[src/rtl/riscv_pkg.sv]
// rtl/riscv_pkg.sv - shared pipeline types and constants for the ID/EX register
package riscv_pkg;

   localparam int XLEN_DEFAULT = 32;

   // Decode-stage control bundle, MSB first in decoder port order
   typedef struct packed {
      logic       RegWrite;
      logic       MemWrite;
      logic       Branch;
      logic       Jump;
      logic       JumpALR;
      logic       ALUSrc;
      logic [1:0] ResultSrc;
      logic [3:0] ALUControl;
   } ctrl_t;

   // A bubble is an all-zero control word: no writes, no branches
   localparam ctrl_t CTRL_BUBBLE = '0;

endpackage

[src/rtl/flopenrc.sv]
// rtl/flopenrc.sv - width-parameterized flop with async reset, sync clear and enable
module flopenrc #(
   parameter int WIDTH = 8
) (
   input  logic             clk,
   input  logic             reset_n,
   input  logic             en_i,
   input  logic             clr_i,
   input  logic [WIDTH-1:0] d_i,
   output logic [WIDTH-1:0] q_o
);

   logic [WIDTH-1:0] data_q;

   // Clear beats enable so a flush still lands while the stage is stalled
   always_ff @(posedge clk or negedge reset_n) begin
      if (!reset_n)   data_q <= '0;
      else if (clr_i) data_q <= '0;
      else if (en_i)  data_q <= d_i;
   end

   assign q_o = data_q;

endmodule

[src/rtl/idex_reg.sv]
// rtl/idex_reg.sv - ID/EX pipeline register with bubble sanitizing; IDEX_BUBBLE_CNT_EN adds a bubble counter
module idex_reg
   import riscv_pkg::*;
#(
   parameter int XLEN = XLEN_DEFAULT
) (
   input  logic            clk,
   input  logic            reset_n,
   input  logic            StallE,
   input  logic            FlushE,
   input  logic            ValidD,
   input  logic            RegWriteD,
   input  logic            MemWriteD,
   input  logic            BranchD,
   input  logic            JumpD,
   input  logic            JumpALRD,
   input  logic            ALUSrcD,
   input  logic [1:0]      ResultSrcD,
   input  logic [3:0]      ALUControlD,
   input  logic [XLEN-1:0] RD1D,
   input  logic [XLEN-1:0] RD2D,
   input  logic [XLEN-1:0] ImmExtD,
   input  logic [XLEN-1:0] PCD,
   input  logic [XLEN-1:0] PCPlus4D,
   input  logic [4:0]      Rs1D,
   input  logic [4:0]      Rs2D,
   input  logic [4:0]      RdD,
   input  logic [2:0]      funct3D,
   output logic            ValidE,
   output logic            RegWriteE,
   output logic            MemWriteE,
   output logic            BranchE,
   output logic            JumpE,
   output logic            JumpALRE,
   output logic            ALUSrcE,
   output logic [1:0]      ResultSrcE,
   output logic [3:0]      ALUControlE,
   output logic [XLEN-1:0] RD1E,
   output logic [XLEN-1:0] RD2E,
   output logic [XLEN-1:0] ImmExtE,
   output logic [XLEN-1:0] PCE,
   output logic [XLEN-1:0] PCPlus4E,
   output logic [4:0]      Rs1E,
   output logic [4:0]      Rs2E,
   output logic [4:0]      RdE,
   output logic [2:0]      funct3E,
   output logic [31:0]     BubbleCntE
);

   localparam int CW = $bits(ctrl_t) + 1;
   localparam int DW = 5 * XLEN + 18;

   ctrl_t         ctrl_in;
   ctrl_t         ctrl_e;
   logic [CW-1:0] ctrl_d;
   logic [CW-1:0] ctrl_q;
   logic [DW-1:0] data_d;
   logic [DW-1:0] data_q;

   assign ctrl_in = {RegWriteD, MemWriteD, BranchD, JumpD, JumpALRD, ALUSrcD,
                     ResultSrcD, ALUControlD};

   // An empty decode slot carries decoder don't-cares; replace them with a bubble
   assign ctrl_d = {(ValidD ? ctrl_in : CTRL_BUBBLE), ValidD};
   assign data_d = {RD1D, RD2D, ImmExtD, PCD, PCPlus4D, Rs1D, Rs2D, RdD, funct3D};

   flopenrc #(.WIDTH(CW)) u_ctrl_flop (
      .clk     (clk),
      .reset_n (reset_n),
      .en_i    (~StallE),
      .clr_i   (FlushE),
      .d_i     (ctrl_d),
      .q_o     (ctrl_q)
   );

   flopenrc #(.WIDTH(DW)) u_data_flop (
      .clk     (clk),
      .reset_n (reset_n),
      .en_i    (~StallE),
      .clr_i   (FlushE),
      .d_i     (data_d),
      .q_o     (data_q)
   );

   assign {ctrl_e, ValidE} = ctrl_q;
   assign RegWriteE   = ctrl_e.RegWrite;
   assign MemWriteE   = ctrl_e.MemWrite;
   assign BranchE     = ctrl_e.Branch;
   assign JumpE       = ctrl_e.Jump;
   assign JumpALRE    = ctrl_e.JumpALR;
   assign ALUSrcE     = ctrl_e.ALUSrc;
   assign ResultSrcE  = ctrl_e.ResultSrc;
   assign ALUControlE = ctrl_e.ALUControl;

   assign {RD1E, RD2E, ImmExtE, PCE, PCPlus4E, Rs1E, Rs2E, RdE, funct3E} = data_q;

`ifdef IDEX_BUBBLE_CNT_EN
   logic        bubble_evt;
   logic [31:0] bubble_cnt_d;
   logic [31:0] bubble_cnt_q;

   // A held cycle never counts; flush counts even when stalled
   assign bubble_evt = FlushE | (~StallE & ~ValidD);

   // Saturating increment so a long run never wraps back to a small count
   always_comb begin
      bubble_cnt_d = bubble_cnt_q;
      if (bubble_evt && (bubble_cnt_q != 32'hFFFF_FFFF))
         bubble_cnt_d = bubble_cnt_q + 32'd1;
   end

   // Counter register
   always_ff @(posedge clk or negedge reset_n) begin
      if (!reset_n) bubble_cnt_q <= '0;
      else          bubble_cnt_q <= bubble_cnt_d;
   end

   assign BubbleCntE = bubble_cnt_q;
`else
   assign BubbleCntE = '0;
`endif

endmodule
[config.mk]
export PLATFORM = sky130hd
export DESIGN_NAME = idex_reg
export DESIGN_NICKNAME = d
export VERILOG_FILES = /design/src/rtl/riscv_pkg.sv /design/src/rtl/flopenrc.sv /design/src/rtl/idex_reg.sv
export SDC_FILE = /design/constraint.sdc
export NUM_CORES = 1
export LEC_CHECK = 0
export ABC_AREA = 1
export ABC_CLOCK_PERIOD_IN_PS = 800
export CAP_MARGIN = 20
export CELL_PAD_IN_SITES_DETAIL_PLACEMENT = 0
export CELL_PAD_IN_SITES_GLOBAL_PLACEMENT = 1
export CORE_MARGIN = 3
export CORE_UTILIZATION = 27
export DETAILED_ROUTE_END_ITERATION = 10
export GPL_TIMING_DRIVEN = 0
export PLACE_DENSITY = 0.88
export SYNTH_ARGS = -nofsm -noshare
export SYNTH_HDL_FRONTEND = slang
export SYNTH_SLANG_ARGS = --single-unit
[constraint.sdc]
create_clock -name clk -period 0.8 [get_ports clk]
set_clock_uncertainty 0.15 [all_clocks]
set_input_delay 0.12 -clock clk [delete_from_list [all_inputs] [get_ports clk]]
set_output_delay 0.12 -clock clk [all_outputs]
set_load 0.05 [all_outputs]
==> results of run 1 <==
-- final cells by class --
cell class / count / area (µm²) / area share, %
inverter: 1 / 3.75 / 0.0274
buffer: 74 / 683 / 4.98
sequential: 191 / 5020 / 36.6
clock inverter: 13 / 124 / 0.904
tap: 341 / 427 / 3.11
timing repair buffer: 415 / 4550 / 33.2
multi-input combinational: 607 / 2460 / 17.9
clock buffer: 18 / 439 / 3.20
-- through the flow --
step	power, W	utilization (%)	std cells	setup TNS, ns	instance area [µm²]
CTS	0.0254	49.3	1649	-94.83	13300
global route	0.0263	50.8	1660	-99.53	13700
global placement	0.0164	45.1	1600	-2102.70	12200
finish	0.0253	50.8	1660	-90.54	13700
detailed placement	0.0165	45.2	1601	-344.83	12200
floorplan	0.0138	-	874	-17.03	7870
-- state kept, by name, summed over array words and instances (netlist names) --
name,cells
u_ctrl_flop.q_o,13
u_data_flop.q_o,178
-- power by group through the flow --
stage / registers [W] / logic [W] / clock network [W]
2_1_floorplan: 0.0126 / 0.00121 / 0
3_3_place_gp: 0.0107 / 0.00568 / 0
3_5_place_dp: 0.0107 / 0.00573 / 0
4_1_cts: 0.0107 / 0.00606 / 0.00867
5_1_grt: 0.0107 / 0.00655 / 0.00904
6_report: 0.0107 / 0.00621 / 0.00839
-- what timing repair did --
action | in CTS | in global routing
gates resized for setup | 1394 | 83
cloned | 1 | 6
endpoints found under the setup margin | 481 | 400
pin swaps | 3 | 13
endpoints found under the hold margin | 99 | 143
buffers inserted | 16 | 11
-- layout by cell type (no fill, tap or decap), drive strengths merged --
master         Yosys  final
buf               75    292
clkbuf             0     24
clkdlybuf4s50      0    190
clkinv             0      5
clkinvlp           0      1
conb               1     32
dfrtp            191    191
dlygate4sd2        0      1
inv                1      8
nand2            561    561
nand3             12     12
nor2               2      2
-- layer usage --
metal	track usage, %	vias up	wire [µm]
li1	-	3393	-
met1	19.1	3208	10100
met2	29.9	279	13500
met3	5.54	19	2390
met4	3.43	0	312
met5	0	-	0
-- logic make-up (layout without fill, tap and decap cells) --
family | after synthesis | after routing | synth area share [%]
buffers and inverters | 76 | 521 | 6.18
other | 1 | 32 | 0.0506
AND/OR/NAND/NOR | 575 | 575 | 29.3
flip-flops | 191 | 191 | 64.5
-- worst max path at each step --
stage,to,depth (start not counted)
6_report,ALUControlE[2],1
5_1_grt,ALUControlE[2],1
4_1_cts,ALUControlE[2],1
3_5_place_dp,u_data_flop.q_o[72]$_DFFE_PN0P_,6
3_3_place_gp,u_data_flop.q_o[91]$_DFFE_PN0P_,1
2_1_floorplan,u_ctrl_flop.q_o[2]$_DFFE_PN0P_,5
==> flow_metrics.env, run 1 <==
export IMPL_synth_edff_count=0
export IMPL_p_clk_share_pct=33.2
export IMPL_post_route_drc_count=0
export IMPL_power_density_mw_per_mm2=1840
export IMPL_ys_types=9
export IMPL_power_leakage_nw=6.87
export IMPL_clock_sinks=191
export IMPL_crit_path_end_kind="output port"
export IMPL_cts_made_buffers=17
export IMPL_regToRegEndpoint="u_data_flop.q_o[150]$_DFFE_PN0P_"
export IMPL_cp_cell_sequence="buf_6"
export IMPL_vdd_drop_max_mv=1.53
export IMPL_grt_first_pass_wirelength_um=37800
export IMPL_reg2reg_depth=4
export IMPL_cp_num_buf_inv=1
export IMPL_power_frac_comb_pct=24.6
export IMPL_antenna_found_initial=0
export IMPL_critPathArrivalTime_ns=1.03
export IMPL_r2r_start="u_data_flop.q_o[150]$_DFFE_PN0P_"
export IMPL_switching_share_pct=32.6
export IMPL_dr_pass1_iters=6
export IMPL_rrSetupSlack_ns=-0.18
export IMPL_area_delta_synth_final_pct=84.8
export IMPL_synth_top_cell_area_share_pct=64.5
export IMPL_cts_root_buf="clkbuf_16"
export IMPL_p_int_w=0.0170
export IMPL_drive_gt1_share_pct=43.5
export IMPL_cts_tree="done"
export IMPL_crit_family="flip-flops"
export IMPL_hp_class="in -> async"
export IMPL_yosysWarnings=0
export IMPL_ios=418
export IMPL_outcome="complete, but fails checks"
export IMPL_path_max_fanout=2
export IMPL_ys_async_sr_fraction_pct=100
export IMPL_fmax_mhz=771
export IMPL_die_height_um=172
export IMPL_first_global_vias=6728
export IMPL_die_x_um=172
export IMPL_seqPwrFrac_pct=42.3
export IMPL_vias=6899
export IMPL_worst_pin_slew_ns=0.575
export IMPL_routedWlPerCell_um=15.8
export IMPL_fillers=2485
export IMPL_netlist_top_cells_count="nand2_1 (561), dfrtp_1 (191), buf_2 (42)"
export IMPL_netlist_area_mm2=0.00741
export IMPL_grt_usage_pct=16.5
export IMPL_cp_slowest_stage_delay_ns=0.44
export IMPL_synth_most_common_cell="nand2_1"
export IMPL_die_area_mm2=0.0295
export IMPL_grt_ovfl_total=0
export IMPL_p_sw_w=0.00824
export IMPL_crit_path_start_kind="register"
export IMPL_io_buffers=385
export IMPL_grt_setup_unrepaired="yes"
export IMPL_synth_largest_area_cell="dfrtp_1"
export IMPL_grt_start_max_net_pins=100
export IMPL_violations="negative hold slack, negative setup slack"
export IMPL_routed_wl_um=26300
export IMPL_cts_clk_slew_worst_paths_ns=0.09
export IMPL_start_util_pct=27.5
export IMPL_syn_inst=843
export IMPL_fin_crit_ns=1.30
export IMPL_period_share_pct=162
export IMPL_nets=1502
export IMPL_clk_path_buf_depth=2
export IMPL_drt_initial_drc_count=324
export IMPL_synth_top_cells_by_area="dfrtp_1 (64%), nand2_1 (28%), buf_4 (3.2%)"
export IMPL_via_per_inst=4.16
export IMPL_slew_violations=0
export IMPL_relSlewSlack_pct=61.7
export IMPL_whs_ns=-0.551
export IMPL_ys_flop_type="dfrtp_1"
export IMPL_critical_path_class="reg -> out"
export IMPL_ys_seq_area_share_pct=64.5
export IMPL_required_ns=0.53
export IMPL_gp_congestion=0.796
export IMPL_cts_max_level=4
export IMPL_place_ws_ns=-0.947
export IMPL_startpoint="u_ctrl_flop.q_o[3]$_DFFE_PN0P_"
export IMPL_antennaDiodeCount=0
export IMPL_rows=60
export IMPL_insertion_delay_ns=0.42
export IMPL_hold_violations=192
export IMPL_fin_ws_ns=-0.498
export IMPL_core_mm2=0.0270
export IMPL_ant_nets=0
export IMPL_ys_ff_latch=191
export IMPL_cap_violations=0
export IMPL_setup_viol=208
export IMPL_hpwlAfterDp_um=19100
export IMPL_avgSynthCellArea_um2=8.80
export IMPL_cp_slowest_cell="dfrtp_2"
(Power assumes the default switching activity.)
==> run 2, diff against run 1 <==
- ABC_CLOCK_PERIOD_IN_PS: 800 -> not set
==> results of run 2 <==
The final DEF is identical to that of run 1; final timing and power are the same.
